### src/rtl/load_store_unit.sv
// rtl/load_store_unit.sv - RISC-V load/store front end for a byte-enabled 1-cycle-read RAM
// One request at a time: decode and check at accept, drive RAM for one cycle, extend load data, respond.
module load_store_unit #(
  parameter int ADDR_W      = 8,
  parameter bit CHECK_RANGE = 1'b1
) (
  input  logic              clk,
  input  logic              rst,
  input  logic              req_valid,
  output logic              req_ready,
  input  logic              req_we,
  input  logic [2:0]        req_funct3,
  input  logic [31:0]       req_addr,
  input  logic [31:0]       req_wdata,
  output logic              rsp_valid,
  input  logic              rsp_ready,
  output logic [31:0]       rsp_rdata,
  output logic              rsp_err,
  output logic              ram_we,
  output logic [3:0]        ram_be,
  output logic [31:0]       ram_wdata,
  output logic [ADDR_W-1:0] ram_waddr,
  output logic [ADDR_W-1:0] ram_raddr,
  input  logic [31:0]       ram_q
);

  typedef enum logic [1:0] {IDLE, ACCESS, CAPTURE, RESP} state_t;

  state_t      state;
  logic        lat_we;
  logic [2:0]  lat_f3;
  logic [1:0]  lat_off;

  logic        accept;
  logic        bad_f3;
  logic        misaligned;
  logic        out_of_range;
  logic        req_err;
  logic [3:0]  st_be;
  logic [31:0] st_wdata;
  logic [7:0]  ld_byte;
  logic [15:0] ld_half;
  logic [31:0] ld_data;

  assign req_ready = (state == IDLE) && !rst;
  assign accept    = req_valid && req_ready;

  // Request decode: error classification and store lane placement.
  always_comb begin
    bad_f3     = 1'b0;
    misaligned = 1'b0;
    st_be      = 4'b0000;
    st_wdata   = 32'd0;
    case (req_funct3)
      3'b000: begin
        st_be    = 4'b0001 << req_addr[1:0];
        st_wdata = {4{req_wdata[7:0]}};
      end
      3'b001: begin
        misaligned = req_addr[0];
        st_be      = req_addr[1] ? 4'b1100 : 4'b0011;
        st_wdata   = {2{req_wdata[15:0]}};
      end
      3'b010: begin
        misaligned = |req_addr[1:0];
        st_be      = 4'b1111;
        st_wdata   = req_wdata;
      end
      3'b100: bad_f3 = req_we;
      3'b101: begin
        bad_f3     = req_we;
        misaligned = req_addr[0];
      end
      default: bad_f3 = 1'b1;
    endcase
    out_of_range = CHECK_RANGE && ((req_addr >> (ADDR_W + 2)) != 32'd0);
    req_err      = bad_f3 || misaligned || out_of_range;
  end

  always_comb begin
    ld_byte = ram_q[{lat_off, 3'b000} +: 8];
    ld_half = lat_off[1] ? ram_q[31:16] : ram_q[15:0];
    case (lat_f3)
      3'b000:  ld_data = {{24{ld_byte[7]}}, ld_byte};
      3'b100:  ld_data = {24'd0, ld_byte};
      3'b001:  ld_data = {{16{ld_half[15]}}, ld_half};
      3'b101:  ld_data = {16'd0, ld_half};
      default: ld_data = ram_q;
    endcase
  end

  always_ff @(posedge clk) begin
    if (rst) begin
      state     <= IDLE;
      lat_we    <= 1'b0;
      lat_f3    <= 3'd0;
      lat_off   <= 2'd0;
      rsp_valid <= 1'b0;
      rsp_rdata <= 32'd0;
      rsp_err   <= 1'b0;
      ram_we    <= 1'b0;
      ram_be    <= 4'd0;
      ram_wdata <= 32'd0;
      ram_waddr <= '0;
      ram_raddr <= '0;
    end else begin
      case (state)
        IDLE: begin
          if (accept) begin
            lat_we  <= req_we;
            lat_f3  <= req_funct3;
            lat_off <= req_addr[1:0];
            if (req_err) begin
              state     <= RESP;
              rsp_valid <= 1'b1;
              rsp_err   <= 1'b1;
              rsp_rdata <= 32'd0;
            end else begin
              // RAM ports are driven on entry so ACCESS presents them for exactly one cycle.
              state     <= ACCESS;
              ram_waddr <= req_addr[ADDR_W+1:2];
              ram_raddr <= req_addr[ADDR_W+1:2];
              ram_we    <= req_we;
              ram_be    <= req_we ? st_be : 4'd0;
              ram_wdata <= req_we ? st_wdata : 32'd0;
            end
          end
        end
        ACCESS: begin
          ram_we    <= 1'b0;
          ram_be    <= 4'd0;
          ram_wdata <= 32'd0;
          if (lat_we) begin
            state     <= RESP;
            rsp_valid <= 1'b1;
            rsp_err   <= 1'b0;
            rsp_rdata <= 32'd0;
          end else begin
            state <= CAPTURE;
          end
        end
        CAPTURE: begin
          state     <= RESP;
          rsp_valid <= 1'b1;
          rsp_err   <= 1'b0;
          rsp_rdata <= ld_data;
        end
        RESP: begin
          if (rsp_ready) begin
            state     <= IDLE;
            rsp_valid <= 1'b0;
            rsp_err   <= 1'b0;
            rsp_rdata <= 32'd0;
          end
        end
        default: state <= IDLE;
      endcase
    end
  end

endmodule
### config.mk
export PLATFORM = sky130hd
export DESIGN_NAME = load_store_unit
export DESIGN_NICKNAME = d
export VERILOG_FILES = /design/src/rtl/load_store_unit.sv
export SDC_FILE = /design/constraint.sdc
export NUM_CORES = 1
export LEC_CHECK = 0
export CORE_ASPECT_RATIO = 0.6
export CORE_MARGIN = 4
export CORE_UTILIZATION = 39
export CTS_BUF_LIST = sky130_fd_sc_hd__clkbuf_16
export CTS_CLUSTER_DIAMETER = 60
export CTS_CLUSTER_SIZE = 25
export DETAILED_ROUTE_END_ITERATION = 10
export PLACE_DENSITY = 0.75
export SYNTH_ARGS = -nofsm -noshare
export SYNTH_HDL_FRONTEND = slang
export SYNTH_SLANG_ARGS = --single-unit
### constraint.sdc
create_clock -name clk -period 2.15 [get_ports clk]
set_input_delay 0.43 -clock clk [delete_from_list [all_inputs] [get_ports clk]]
set_output_delay 0.43 -clock clk [all_outputs]
set_load 0.01 [all_outputs]
==> impl_metrics.env, run 1 <==
export IMPL_status="completed"
export IMPL_min_from="rst"
export IMPL_mappedNetlistArea_um2=4330
export IMPL_grt_util_met1_pct=32.8
export IMPL_yosys_area_share_simple_pct=17.5
export IMPL_root_buffer="clkbuf_16"
export IMPL_vdd_drop_max_v=0.000488
export IMPL_rows=29
export IMPL_grt_start_max_net_pins=52
export IMPL_pin_count=192
export IMPL_portBuffers=191
export IMPL_synthAdderAreaFrac_pct=1.45
export IMPL_r2r_cells=7
export IMPL_cts_tree="done"
export IMPL_diodes=0
export IMPL_synth_compound_area_share_pct=22.6
export IMPL_start_util_pct=40.4
export IMPL_grt_overflow_total=0
export IMPL_slew_viol_final=0
export IMPL_cts_buffer_depth=2
export IMPL_yosysWarnings=0
export IMPL_vias=4457
export IMPL_synthXorXnorAreaFrac_pct=0
export IMPL_wire_per_inst_um=18.6
export IMPL_worstSkewPairLatency_ns=0.34
export IMPL_grt_pass1_wl_um=23300
export IMPL_clock_fmax_mhz=486
export IMPL_p_leak_nw=2.68
export IMPL_remaining_drc_errors=0
export IMPL_synth_top_family_by_area="compound AO/OA/AOI/OAI gates"
export IMPL_fin_util_pct=64.8
export IMPL_synth_top_area_cell="dfxtp_1"
export IMPL_grt_pass1_vias=4354
export IMPL_r2r_start="state[0]"
export IMPL_critPathMaxFanout=8
export IMPL_synth_fp_nets=589
export IMPL_crit_end="ram_wdata[26]"
export IMPL_die_w_um=144
export IMPL_synth_top_area_share_pct=40.3
export IMPL_synth_seq_area_share_pct=40.3
export IMPL_finalClockSkew_ns=0.00539
export IMPL_routed_wl_um=15300
export IMPL_die_area_um2=12900
export IMPL_slew_headroom_pct=54.3
export IMPL_use_met3_pct=6.46
export IMPL_finalSetupViolations=0
export IMPL_htreeDepth=3
export IMPL_startpoint="req_funct3[0]"
export IMPL_ant_nets=0
export IMPL_synth_avg_cell_area_um2=9.01
export IMPL_ys_types=40
export IMPL_top_usage_layer="met2"
export IMPL_syn2layout_area_growth_pct=60.4
export IMPL_finalCriticalPeriod_ns=2.06
export IMPL_end_kind="flop"
export IMPL_nNetsFinal=785
export IMPL_worstReg2RegEnd="rsp_rdata[30]"
export IMPL_drive_gt1_share_pct=11.2
export IMPL_hold_violations=0
export IMPL_required_ns=2.43
export IMPL_grtUsageTotal_pct=23.2
export IMPL_cts_buffers=9
export IMPL_clk_pin_slew_ns=0.06
export IMPL_use_met2_pct=35.6
export IMPL_worstMarginPinSlew_ns=0.685
export IMPL_die_y_um=89.6
export IMPL_coreArea_um2=10700
export IMPL_antenna_found_initial=0
export IMPL_cp_arrival_ns=2.34
export IMPL_crit_path_start_kind="primary input"
export IMPL_syn_inst=480
export IMPL_timing_final_ws_setup_ns=0.0936
export IMPL_cts_sinks=87
export IMPL_p_per_area_nw_per_um2=786
export IMPL_ys_seq_elements=87
export IMPL_firstDrtPassIters=7
export IMPL_path_class="primary input to flop"
export IMPL_ff2ff_setup_slack_ns=0.17
export IMPL_muxShareOfSynthArea_pct=11.5
export IMPL_hp_class="primary input to flop"
export IMPL_viasPerCell=5.44
export IMPL_drt_iter0_markers=565
export IMPL_hpwl_um=11800
export IMPL_pre_cts_slack_ns=-0.311
export IMPL_whs_ns=0.385
export IMPL_cap_violations=0
export IMPL_synth_area_leaders="dfxtp_1 (40%), mux2i_1 (9.7%), a22o_1 (6.1%), nand2b_1 (5.8%), o21ai_0 (4.3%)"
export IMPL_fin_crit_sh_pct=95.6
export IMPL_gp_congestion=0.878
[cell usage after synthesis]
| cell | instances |
|---|---|
| dfxtp_1 | 87 |
| mux2i_1 | 42 |
| nand2b_1 | 40 |
| o21ai_0 | 37 |
| a21oi_1 | 34 |
| nand2_1 | 34 |
| a22o_1 | 30 |
| nor2_1 | 25 |
| clkbuf_1 | 21 |
| nor2b_1 | 17 |
| buf_4 | 13 |
| nand3_1 | 11 |
| o211ai_1 | 8 |
| o2bb2ai_1 | 8 |
| o22ai_1 | 7 |
| buf_1 | 6 |
| nor3_1 | 6 |
| nor4_1 | 6 |
| o221ai_1 | 6 |
| buf_2 | 5 |
| ha_1 | 5 |
| a31oi_1 | 4 |
| inv_1 | 4 |
| a21o_1 | 3 |
| mux2_2 | 3 |
| a211oi_1 | 2 |
| mux4_2 | 2 |
| o2111ai_1 | 2 |
| a21bo_2 | 1 |
| a221oi_1 | 1 |
| a311oi_4 | 1 |
| a32oi_1 | 1 |
| and3_4 | 1 |
| buf_12 | 1 |
| buf_6 | 1 |
| buf_8 | 1 |
| nand4_1 | 1 |
| nor2_2 | 1 |
| nor3_2 | 1 |
| nor4b_4 | 1 |
[layer usage]
metal / vias up / wire length, um / share of wire, %
met5: - / 0 / 0
met4: 0 / 240 / 1.6
met3: 25 / 1120 / 7.3
met2: 216 / 6930 / 45
met1: 2105 / 7000 / 46
li1: 2111 / - / -
[sequential cells by signal (all words and copies together), names as in the netlist]
register   flops
ram_wdata     32
rsp_valid      1
ram_be         4
rsp_rdata     32
lat_f3         3
lat_off        2
ram_we         1
lat_we         1
state          2
rsp_err        1
ram_raddr      8
[cells in the final DEF, fill, tap and decap left out, drive strengths merged, types with 5 or more instances in the layout]
cell | synthesis | routed
a21oi | 34 | 34
a22o | 30 | 30
buf | 27 | 41
clkbuf | 21 | 11
clkdlybuf4s50 | 0 | 177
dfxtp | 87 | 87
dlymetal6s2s | 0 | 12
ha | 5 | 5
inv | 4 | 6
mux2i | 42 | 42
nand2 | 34 | 34
nand2b | 40 | 40
nand3 | 11 | 11
nor2 | 26 | 26
nor2b | 17 | 17
nor3 | 7 | 7
nor4 | 6 | 6
o211ai | 8 | 8
o21ai | 37 | 37
o221ai | 6 | 6
o22ai | 7 | 7
o2bb2ai | 8 | 8
[logic make-up after synthesis]
family / Yosys count
AND/OR/NAND/NOR: 144
adder cells (fa/ha/maj): 5
AO/OA/AOI/OAI: 145
buffers and inverters: 52
flip-flops: 87
multiplexers: 47
[metrics by stage]
stage	setup TNS (ns)	total power [mW]	instance area (um2)	instances
after global routing	-0.000717	5.73	6940	820
after floorplan	0	2.96	4330	480
after CTS	0	5.46	6810	817
after detailed placement	-18.43	3.90	6500	801
final	0	5.46	6940	820
after global placement	-14.77	3.85	6500	801
[worst min path at each step]
stage | endpoint | slack (ns) | cells past startpoint
after floorplan | lat_f3[2] | 0.44 | 2
after global placement | ram_we | 0.44 | 1
after detailed placement | ram_we | 0.44 | 1
after CTS | lat_we | 0.37 | 2
after global routing | lat_we | 0.39 | 2
final | lat_we | 0.38 | 2
[layout make-up]
| class | count | area (um2) |
|---|---|---|
| Inverter | 4 | 15.0 |
| Clock inverter | 7 | 66.3 |
| Timing Repair Buffer | 233 | 2370 |
| Fill cell | 852 | 3770 |
| Multi-Input combinational cell | 341 | 2350 |
| Tap cell | 139 | 174 |
| Clock buffer | 9 | 225 |
| Sequential cell | 87 | 1740 |
[critical path, stage by stage]
cell	delay [ns]
clkdlybuf4s50_1	0.48
a221oi_1	0.34
nor2_2	0.12
nor4b_4	0.32
and3_4	0.35
clkbuf_16	0.18
a22o_1	0.11
[timing repair]
item | 4_1_cts | 5_1_grt
hold buffers | 0 | 0
buffers inserted | 0 | 1
endpoints found under the setup margin | 1 | 67
pin swaps | 0 | 9
resized for setup | 4 | 21
cloned | 0 | 2
[report_power, final]
group          total, mW  switching (mW)  internal [mW]
Clock               1.55           0.654          0.893
Sequential          1.89           0.116           1.77
Combinational       2.02           0.974           1.05
Total               5.46            1.74           3.71
Note: power is estimated with default switching activity, not from simulation.
==> run 2, diff against run 1 <==
--- a/config.mk
+++ b/config.mk
@@ -12,6 +12,7 @@
 export CTS_CLUSTER_DIAMETER = 60
 export CTS_CLUSTER_SIZE = 25
 export DETAILED_ROUTE_END_ITERATION = 10
+export GPL_TIMING_DRIVEN = 0
 export PLACE_DENSITY = 0.75
 export SYNTH_ARGS = -nofsm -noshare
 export SYNTH_HDL_FRONTEND = slang
==> impl_metrics.env, run 2 (synthesis results as in run 1) <==
export IMPL_status="finished, violations left"
export IMPL_violations="setup timing"
export IMPL_viasPerCell=5.43
export IMPL_hold_violations=0
export IMPL_multi_input_area_um2=2380
export IMPL_start_util_pct=40.4
export IMPL_slew_viol_final=0
export IMPL_grtUsageTotal_pct=24.6
export IMPL_drive_gt1_share_pct=11.5
export IMPL_grt_start_max_net_pins=17
export IMPL_slowest_delay_ns=0.42
export IMPL_cp_num_buf_inv=3
export IMPL_finalSetupViolations=5
export IMPL_r2r_cells=10
export IMPL_fin_util_pct=65.8
export IMPL_die_y_um=89.6
export IMPL_fin_crit_sh_pct=102
export IMPL_ant_nets=0
export IMPL_remaining_drc_errors=0
export IMPL_top_regs="ram_wdata x32, rsp_rdata x32, ram_raddr x8"
export IMPL_hold_path_depth=3
export IMPL_seqCellArea_um2=1740
export IMPL_slew_headroom_pct=62.0
export IMPL_rows=29
export IMPL_timing_final_ws_setup_ns=-0.0383
export IMPL_ctsHoldBuffers=0
export IMPL_path_class="primary input to flop"
export IMPL_p_per_area_nw_per_um2=806
export IMPL_cp_arrival_ns=2.41
export IMPL_worstMarginPinSlew_ns=0.570
export IMPL_htreeDepth=3
export IMPL_layout_common_cells="clkdlybuf4s50_1 (167), dfxtp_1 (85), mux2i_1 (42)"
export IMPL_required_ns=2.38
export IMPL_fin_cells=838
export IMPL_hpwl_um=12500
export IMPL_cts_buffer_depth=2
export IMPL_end_kind="flop"
export IMPL_finalCriticalPeriod_ns=2.19
export IMPL_wire_per_inst_um=19.5
export IMPL_fillCellCount=844
export IMPL_layout_commonest_cell="clkdlybuf4s50_1"
export IMPL_grt_util_met1_pct=35.8
export IMPL_cts_tree="done"
export IMPL_drt_iter0_markers=350
export IMPL_grt_overflow_total=0
export IMPL_cts_sinks=87
export IMPL_pin_count=192
export IMPL_path_cells="clkdlybuf4s50_1 > nor4_2 > nand4_1 > buf_6 > nor3_4 > a21o_1 > buf_12 > mux2_2"
export IMPL_syn2layout_area_growth_pct=62.9
export IMPL_hp_class="primary input to flop"
export IMPL_grt_pass1_wl_um=24200
export IMPL_cts_buffers=9
export IMPL_clk_pin_slew_ns=0.06
export IMPL_gp_congestion=0.944
export IMPL_die_area_um2=12900
export IMPL_use_met2_pct=36.5
export IMPL_root_buffer="clkbuf_16"
export IMPL_top_usage_layer="met2"
export IMPL_clock_fmax_mhz=457
export IMPL_routed_wl_um=16400
export IMPL_grt_pass1_vias=4427
export IMPL_vias=4548
export IMPL_crit_path_start_kind="primary input"
export IMPL_cap_violations=0
export IMPL_vdd_drop_max_v=0.000416
export IMPL_worstSkewPairLatency_ns=0.34
export IMPL_antenna_found_initial=0
export IMPL_portBuffers=190
export IMPL_coreArea_um2=10700
export IMPL_p_leak_nw=2.79
export IMPL_use_met3_pct=6.03
export IMPL_cp_depth=8
export IMPL_critPathMaxFanout=6
export IMPL_cp_top_family="buffers and inverters"
export IMPL_die_w_um=144
export IMPL_placedCellCount=809
export IMPL_firstDrtPassIters=5
export IMPL_finalClockSkew_ns=0.00482
export IMPL_nNetsFinal=803
export IMPL_critPathSlowestCell="clkdlybuf4s50_1"
==> run 2: worst paths after layout <==
kind                            slack, ns            end     startpoint
worst min-delay path                 0.46         lat_we      req_valid
worst min register to register       0.46  ram_wdata[16]  ram_wdata[16]
worst max register to register       0.19  ram_wdata[27]       state[0]
worst max-delay path                -0.04      rsp_valid   req_addr[13]
==> run 2: power breakdown <==
| group | total [mW] | leakage (nW) | internal [mW] | switching, mW |
|---|---|---|---|---|
| sequential | 1.88 | 0.704 | 1.77 | 0.102 |
| combinational | 2.37 | 1.97 | 1.27 | 1.10 |
| clock | 1.43 | 0.119 | 0.771 | 0.658 |
==> run 2: worst register-to-register path: stages (launching register included) <==
cell     delay, ns
dfxtp_2       0.34
inv_1         0.18
ha_4          0.20
nand2_2       0.11
nor2_1        0.14
nor4b_4       0.23
buf_6         0.14
and3_4        0.19
buf_8         0.14
buf_12        0.13
a22o_1        0.12
==> run 2: per-layer routing <==
layer / up-vias / share of wire (%)
li1: 2152 / -
met1: 2152 / 47
met2: 221 / 44
met3: 23 / 8.1
met4: 0 / 1.8
met5: - / 0
==> run 2: what timing repair did <==
action,in CTS,in global routing
pin swaps,3,11
endpoints found under the setup margin,67,79
setup buffers,6,5
gates resized for setup,23,44
cloned,0,4
==> run 2: cell type report <==
class                      instances  share of cell area, %
antenna                            1                 0.0355
buffer                            46                   4.76
clock buffer                       9                   3.20
clock inverter                     6                  0.550
inverter                           4                  0.213
multi-input combinational        341                   33.7
sequential                        87                   24.7
tap                              139                   2.47
timing repair buffer             205                   30.3
==> run 2: stage by stage <==
stage                     setup WS [ns]  hold slack [ns]  power, mW  instance area (um2)  TNS, ns
after floorplan                   0.236            0.437       2.96                 4330        0
after global placement           -0.589            0.437       3.68                 6400   -37.90
after detailed placement         -0.603            0.454       3.73                 6400   -39.93
after CTS                       0.00172            0.449       5.24                 6780        0
after global routing             -0.133            0.488       5.94                 7050    -3.91
final                           -0.0383            0.459       5.68                 7050  -0.0832
==> run 3, diff against run 2 <==
--- a/config.mk
+++ b/config.mk
@@ -5,15 +5,17 @@
 export SDC_FILE = /design/constraint.sdc
 export NUM_CORES = 1
 export LEC_CHECK = 0
+export CELL_PAD_IN_SITES_DETAIL_PLACEMENT = 0
+export CELL_PAD_IN_SITES_GLOBAL_PLACEMENT = 1
 export CORE_ASPECT_RATIO = 0.6
 export CORE_MARGIN = 4
-export CORE_UTILIZATION = 39
+export CORE_UTILIZATION = 30
 export CTS_BUF_LIST = sky130_fd_sc_hd__clkbuf_16
 export CTS_CLUSTER_DIAMETER = 60
 export CTS_CLUSTER_SIZE = 25
 export DETAILED_ROUTE_END_ITERATION = 10
 export GPL_TIMING_DRIVEN = 0
-export PLACE_DENSITY = 0.75
+export PLACE_DENSITY_LB_ADDON = 0.1
 export SYNTH_ARGS = -nofsm -noshare
 export SYNTH_HDL_FRONTEND = slang
 export SYNTH_SLANG_ARGS = --single-unit
==> impl_metrics.env, run 3 (synthesis results as in run 1) <==
export IMPL_required_ns=2.37
export IMPL_pwr_share_comb_pct=39.4
export IMPL_switchingPower_mw=1.84
export IMPL_layout_commonest_cell="clkdlybuf4s50_1"
export IMPL_multi_input_area_um2=2350
export IMPL_switching_share_pct=32.4
export IMPL_finalCriticalPeriod_ns=2.09
export IMPL_die_y_um=101
export IMPL_firstDrtPassIters=5
export IMPL_ant_nets=0
export IMPL_syn2layout_area_growth_pct=63.1
export IMPL_vias=4450
export IMPL_hold_violations=0
export IMPL_grt_start_max_net_pins=17
export IMPL_drt_iter0_markers=346
export IMPL_hp_class="primary input to flop"
export IMPL_p_int_mw=3.84
export IMPL_slew_headroom_pct=63.8
export IMPL_slowest_delay_ns=0.47
export IMPL_status="completed"
export IMPL_cts_buffer_depth=2
export IMPL_ctsHoldBuffers=0
export IMPL_crit_path_start_kind="primary input"
export IMPL_routed_wl_um=16600
export IMPL_grt_pass1_wl_um=24300
export IMPL_cp_num_buf_inv=4
export IMPL_p_per_area_nw_per_um2=804
export IMPL_fillCellCount=1319
export IMPL_min_from="req_we"
export IMPL_start_util_pct=31.2
export IMPL_die_w_um=163
export IMPL_grt_overflow_total=0
export IMPL_cts_sinks=87
export IMPL_fin_util_pct=50.9
export IMPL_clk_pin_slew_ns=0.06
export IMPL_portBuffers=190
export IMPL_end_kind="flop"
export IMPL_clkPwrFrac_pct=27.5
export IMPL_die_area_um2=16500
export IMPL_grt_pass1_vias=4486
export IMPL_path_cells="clkdlybuf4s50_1 > buf_6 > nand2b_1 > a21oi_2 > o21ai_0 > a21o_1 > clkbuf_16 > clkbuf_16 > mux2i_1"
export IMPL_worstSkewPairLatency_ns=0.34
export IMPL_postLayoutCellArea_um2=7060
export IMPL_worstMarginPinSlew_ns=0.543
export IMPL_slew_viol_final=0
export IMPL_grtUsageTotal_pct=19.0
export IMPL_r2r_start="state[0]"
export IMPL_drive_gt1_share_pct=10.5
export IMPL_seqPwrFrac_pct=33.1
export IMPL_timing_final_ws_setup_ns=0.0625
export IMPL_viasPerCell=5.02
export IMPL_startpoint="rst"
export IMPL_finalClockSkew_ns=0.00907
export IMPL_cts_buffers=9
export IMPL_path_class="primary input to flop"
export IMPL_nNetsFinal=798
export IMPL_fin_crit_sh_pct=97.1
export IMPL_rows=33
export IMPL_clock_fmax_mhz=479
export IMPL_root_buffer="clkbuf_16"
export IMPL_critPathSlowestCell="clkdlybuf4s50_1"
export IMPL_worst_path_most_repeated_cell="clkbuf_16"
export IMPL_antenna_found_initial=1
export IMPL_cp_arrival_ns=2.30
export IMPL_seqCellArea_um2=1740
export IMPL_pre_cts_slack_ns=-0.627
export IMPL_cts_tree="done"
export IMPL_hpwl_um=12900
export IMPL_wire_per_inst_um=18.7
export IMPL_critPathMaxFanout=10
export IMPL_layout_common_cells="clkdlybuf4s50_1 (168), dfxtp_1 (85), mux2i_1 (42)"
export IMPL_cp_top_family="buffers and inverters"
export IMPL_remaining_drc_errors=0
export IMPL_cap_violations=0
export IMPL_top_regs="ram_wdata x32, rsp_rdata x32, ram_raddr x8"
export IMPL_gp_congestion=0.891
export IMPL_vdd_drop_max_v=0.000386
export IMPL_pin_count=192
export IMPL_finalSetupViolations=0
export IMPL_p_leak_nw=2.77
export IMPL_post_dp_cell_area_um2=6470
export IMPL_htreeDepth=3
export IMPL_power_mw=5.67
export IMPL_coreArea_um2=13900
-- run 3: cell count changes in the layout (fill, tap and decap cells not counted), moves of 2 or more --
cell,previous run,this run
buf_4,21,17
buf_2,2,4
clkbuf_2,4,2
inv_1,4,6
-- run 3: path summary, 6_finish.rpt --
kind	to	slack [ns]	cells after the start
worst max-delay path	rsp_rdata[10]	0.06	9
worst min-delay path	lat_we	0.46	3
worst min register to register	ram_wdata[19]	0.47	1
worst max register to register	ram_be[0]	0.13	10
-- run 3: metrics by stage --
stage	setup TNS [ns]	instances	hold slack (ns)
floorplan	0	480	0.437
global placement	-41.52	862	0.440
detailed placement	-41.89	862	0.445
CTS	0	882	0.466
global route	-1.19	887	0.482
finish	0	887	0.463
-- run 3: worst reg2reg max path: stages (launching register included) --
cell and delay, ns:
dfxtp_2 0.34, inv_1 0.14, ha_2 0.26, nand2_2 0.12, nor2_1 0.16, nor4b_4 0.22
buf_6 0.13, and3_4 0.19, buf_8 0.15, buf_12 0.14, a22o_1 0.11
-- run 3: power groups by stage --
stage	clock (mW)	combinational, mW	sequential (mW)
after detailed placement	0	1.83	1.91
final	1.56	2.24	1.88
after global routing	1.67	2.39	1.90
after CTS	1.61	1.90	1.88
after global placement	0	1.81	1.90
after floorplan	0	1.02	1.95
-- run 3: final cells by class --
type                            instances  area share (%)
Multi-Input combinational cell        341            33.3
Timing Repair Buffer                  200            29.4
Sequential cell                        87            24.7
Buffer                                 46            4.75
Tap cell                              192            3.40
Clock buffer                            9            3.19
Clock inverter                          7           0.922
Inverter                                4           0.213
Antenna cell                            1          0.0355
-- run 3: repair_timing --
action | in CTS | in global routing
setup buffers | 5 | 2
gates resized for setup | 24 | 37
cloned | 0 | 3
pin swaps | 4 | 11
setup endpoints to repair | 70 | 77
-- run 3: layer usage --
| metal | GRT usage (%) | vias to the layer above | share of wire [%] |
|---|---|---|---|
| li1 | - | 2144 | - |
| met1 | 27.5 | 2087 | 49 |
| met2 | 26.7 | 206 | 40 |
| met3 | 7.23 | 13 | 10 |
| met4 | 4.32 | 0 | 0.73 |
| met5 | 0 | - | 0 |
==> RTL edit (flow settings as in run 2) <==
Make the reset (`rst`) asynchronous in one clocked block.
--- a/src/rtl/load_store_unit.sv
+++ b/src/rtl/load_store_unit.sv
@@ -89,7 +89,7 @@
     endcase
   end
 
-  always_ff @(posedge clk) begin
+  always_ff @(posedge clk or posedge rst) begin
     if (rst) begin
       state     <= IDLE;
       lat_we    <= 1'b0;
Check against the original RTL: differs if rst is asserted again (counterexample within 4 cycles, from zero or initial values and one cycle with rst high); with rst held inactive, the same outputs for 4 cycles.
==> RTL edit against run 2 <==
Utilization fell by 3.6 points. Area after synthesis rose by 12%. Combinational power rose by 59%. Critical endpoint is now ram_be[2]$_DFFE_PP0P_. Global-route usage fell by 0.92 points. Sequential cell count did not move. Largest power group unchanged. Register-to-register slack got worse by 0.10 ns. Highest routed layer unchanged. Worst setup slack improved by 0.051 ns. Final area rose by 6.8%. Wire length rose by 6.7%. Power rose by 33%. Sequential share of layout area rose by 4.2 points. Worst hold slack got worse by 0.19 ns. Clock power rose by 12%.
==> RTL edit: results <==
[synthesis]
synth-adder-area-share_pct = 1.29
ys_seq_area_share_pct = 44.9
async_reset_ff_share_pct = 100
synth.top_cells.by_count = dfrtp_1, nand2_1, nand3_1
syn_nets = 659
synthMuxAreaShare_pct = 11.5
yosysUniqueCellTypes = 39
synthTopCellsByArea = dfrtp_1, mux2i_1, nand3_1, o21ai_0, nand2_1
postSynthAreaPerCell_um2 = 8.82
synth_compound_area_share_pct = 15.0
synth_edf_count = 0

[critical_path]
rr_endpoint = rsp_rdata[4]$_DFFE_PP0P_
path_max_fanout = 8
crit_end = ram_be[2]$_DFFE_PP0P_
arrival_ns = 2.36
cp-startpoint = req_addr[22]
r2r_setup_slack_ns = 0.09
rr_worst_depth = 8
reg2reg_from = state[1]$_DFFE_PP0P_

[global_routing]
track_usage_pct = 23.7
grt_max_degree = 32
grt_pass1_wl_um = 27000
grt_antenna_before_repair = 0

[placement]
post_dp_cell_area_mm2 = 0.00704
finalWeightedCongestion = 0.944
dp.cells = 908
portBuffers = 191
hpwl_um = 13900
place_ws_ns = -1.19

[drt]
vias_per_cell = 5.40
finalWirelength_um = 17500
vias = 5047
antenna_left = 0
initialDrtViolationCount = 483

[power_and_ir_drop]
ir_drop_mv = 0.556
p_leak_uw = 0.00331
p_int_uw = 4620

[cts]
cts_buffer_depth = 2
cts_root_buf = clkbuf_16
clock_latency_ns = 0.33
ctsHtreeMaxLevel = 3

[sta]
tightest_slew_ns = 0.677
period_needed_ns = 2.14
finalClockSkew_ns = 0.00527

[status]
run_status = finished clean

[cells_and_area]
top_regs = ram_wdata x32, rsp_rdata x32, ram_raddr x8
final_net_count = 871
drive_above_1_share_pct = 14.2

[hold_path]
hold_path_class = input pin to async pin
==> RTL edit: cell types whose count changed in the layout (fill, tap and decap cells not counted), moves of 20 or more <==
| cell | run 2 | this run |
|---|---|---|
| nand3_1 | 11 | 59 |
| nand2_1 | 32 | 68 |
| inv_1 | 4 | 26 |
| a22o_1 | 29 | 0 |
| dfxtp_1 | 85 | 0 |
| dfrtp_1 | 0 | 87 |
| nand2b_1 | 40 | 7 |
| o21ai_0 | 37 | 57 |
==> RTL edit: power by group through the flow <==
stage          Combinational (uW)  Clock, uW  Sequential [uW]
2_1_floorplan                2050          0             2260
3_3_place_gp                 3390          0             2160
3_5_place_dp                 3520          0             2180
4_1_cts                      3650       1630             2160
5_1_grt                      4080       1710             2220
6_report                     3760       1600             2180
==> RTL edit: worst min path at each step <==
stage	startpoint	slack, ns	endpoint
2_1_floorplan	lat_f3[2]$_DFFE_PP0P_	0.49	lat_f3[2]$_DFFE_PP0P_
3_5_place_dp	ram_wdata[5]$_DFFE_PP0P_	0.48	ram_wdata[5]$_DFFE_PP0P_
4_1_cts	ram_wdata[5]$_DFFE_PP0P_	0.50	ram_wdata[5]$_DFFE_PP0P_
3_3_place_gp	ram_wdata[0]$_DFFE_PP0P_	0.47	ram_wdata[0]$_DFFE_PP0P_
6_report	rst	0.27	rsp_err$_DFFE_PP0P_
5_1_grt	rst	0.32	rsp_rdata[28]$_DFFE_PP0P_
==> RTL edit: routing by layer <==
| metal | wire length, um | track usage (%) | part of all wire, % |
|---|---|---|---|
| met1 | 8110 | 34.4 | 46 |
| met2 | 7680 | 35.3 | 44 |
| met3 | 1380 | 5.91 | 7.9 |
| met4 | 282 | 6.36 | 1.6 |
| met5 | 0 | 0 | 0 |
==> RTL edit: critical path, stage by stage <==
cell and delay, ns:
dlygate4sd2_1 0.23, nor4_1 0.19, nand4_1 0.22, buf_4 0.20
or4_4 0.60, and2_4 0.19, mux2_4 0.29
==> RTL edit: timing repair <==
| action | in CTS | in global routing |
|---|---|---|
| pin swaps | 9 | 11 |
| hold buffers | 0 | 0 |
| buffers inserted | 3 | 6 |
| resized for setup | 50 | 49 |
| endpoints found under the setup margin | 83 | 72 |
| cloned | 1 | 0 |
==> RTL edit: area by class of cell <==
class	count	area [um^2]
buffer	49	259
clock buffer	9	225
inverter	29	113
timing repair buffer	202	1980
antenna	2	5.00
fill	1050	4570
sequential	87	2180
tap	165	206
multi-input combinational	383	2490
timing repair inverter	1	5.00
clock inverter	7	76.3
==> RTL edit: kinds of logic (layout without fill, tap and decap cells) <==
group	count (synthesis)	count (layout)
other	0	2
AND/OR/NAND/NOR	202	202
buffers and inverters	80	297
multiplexers	51	51
flip-flops	87	87
adder cells (fa/ha/maj)	5	5
AO/OA/AOI/OAI	125	125
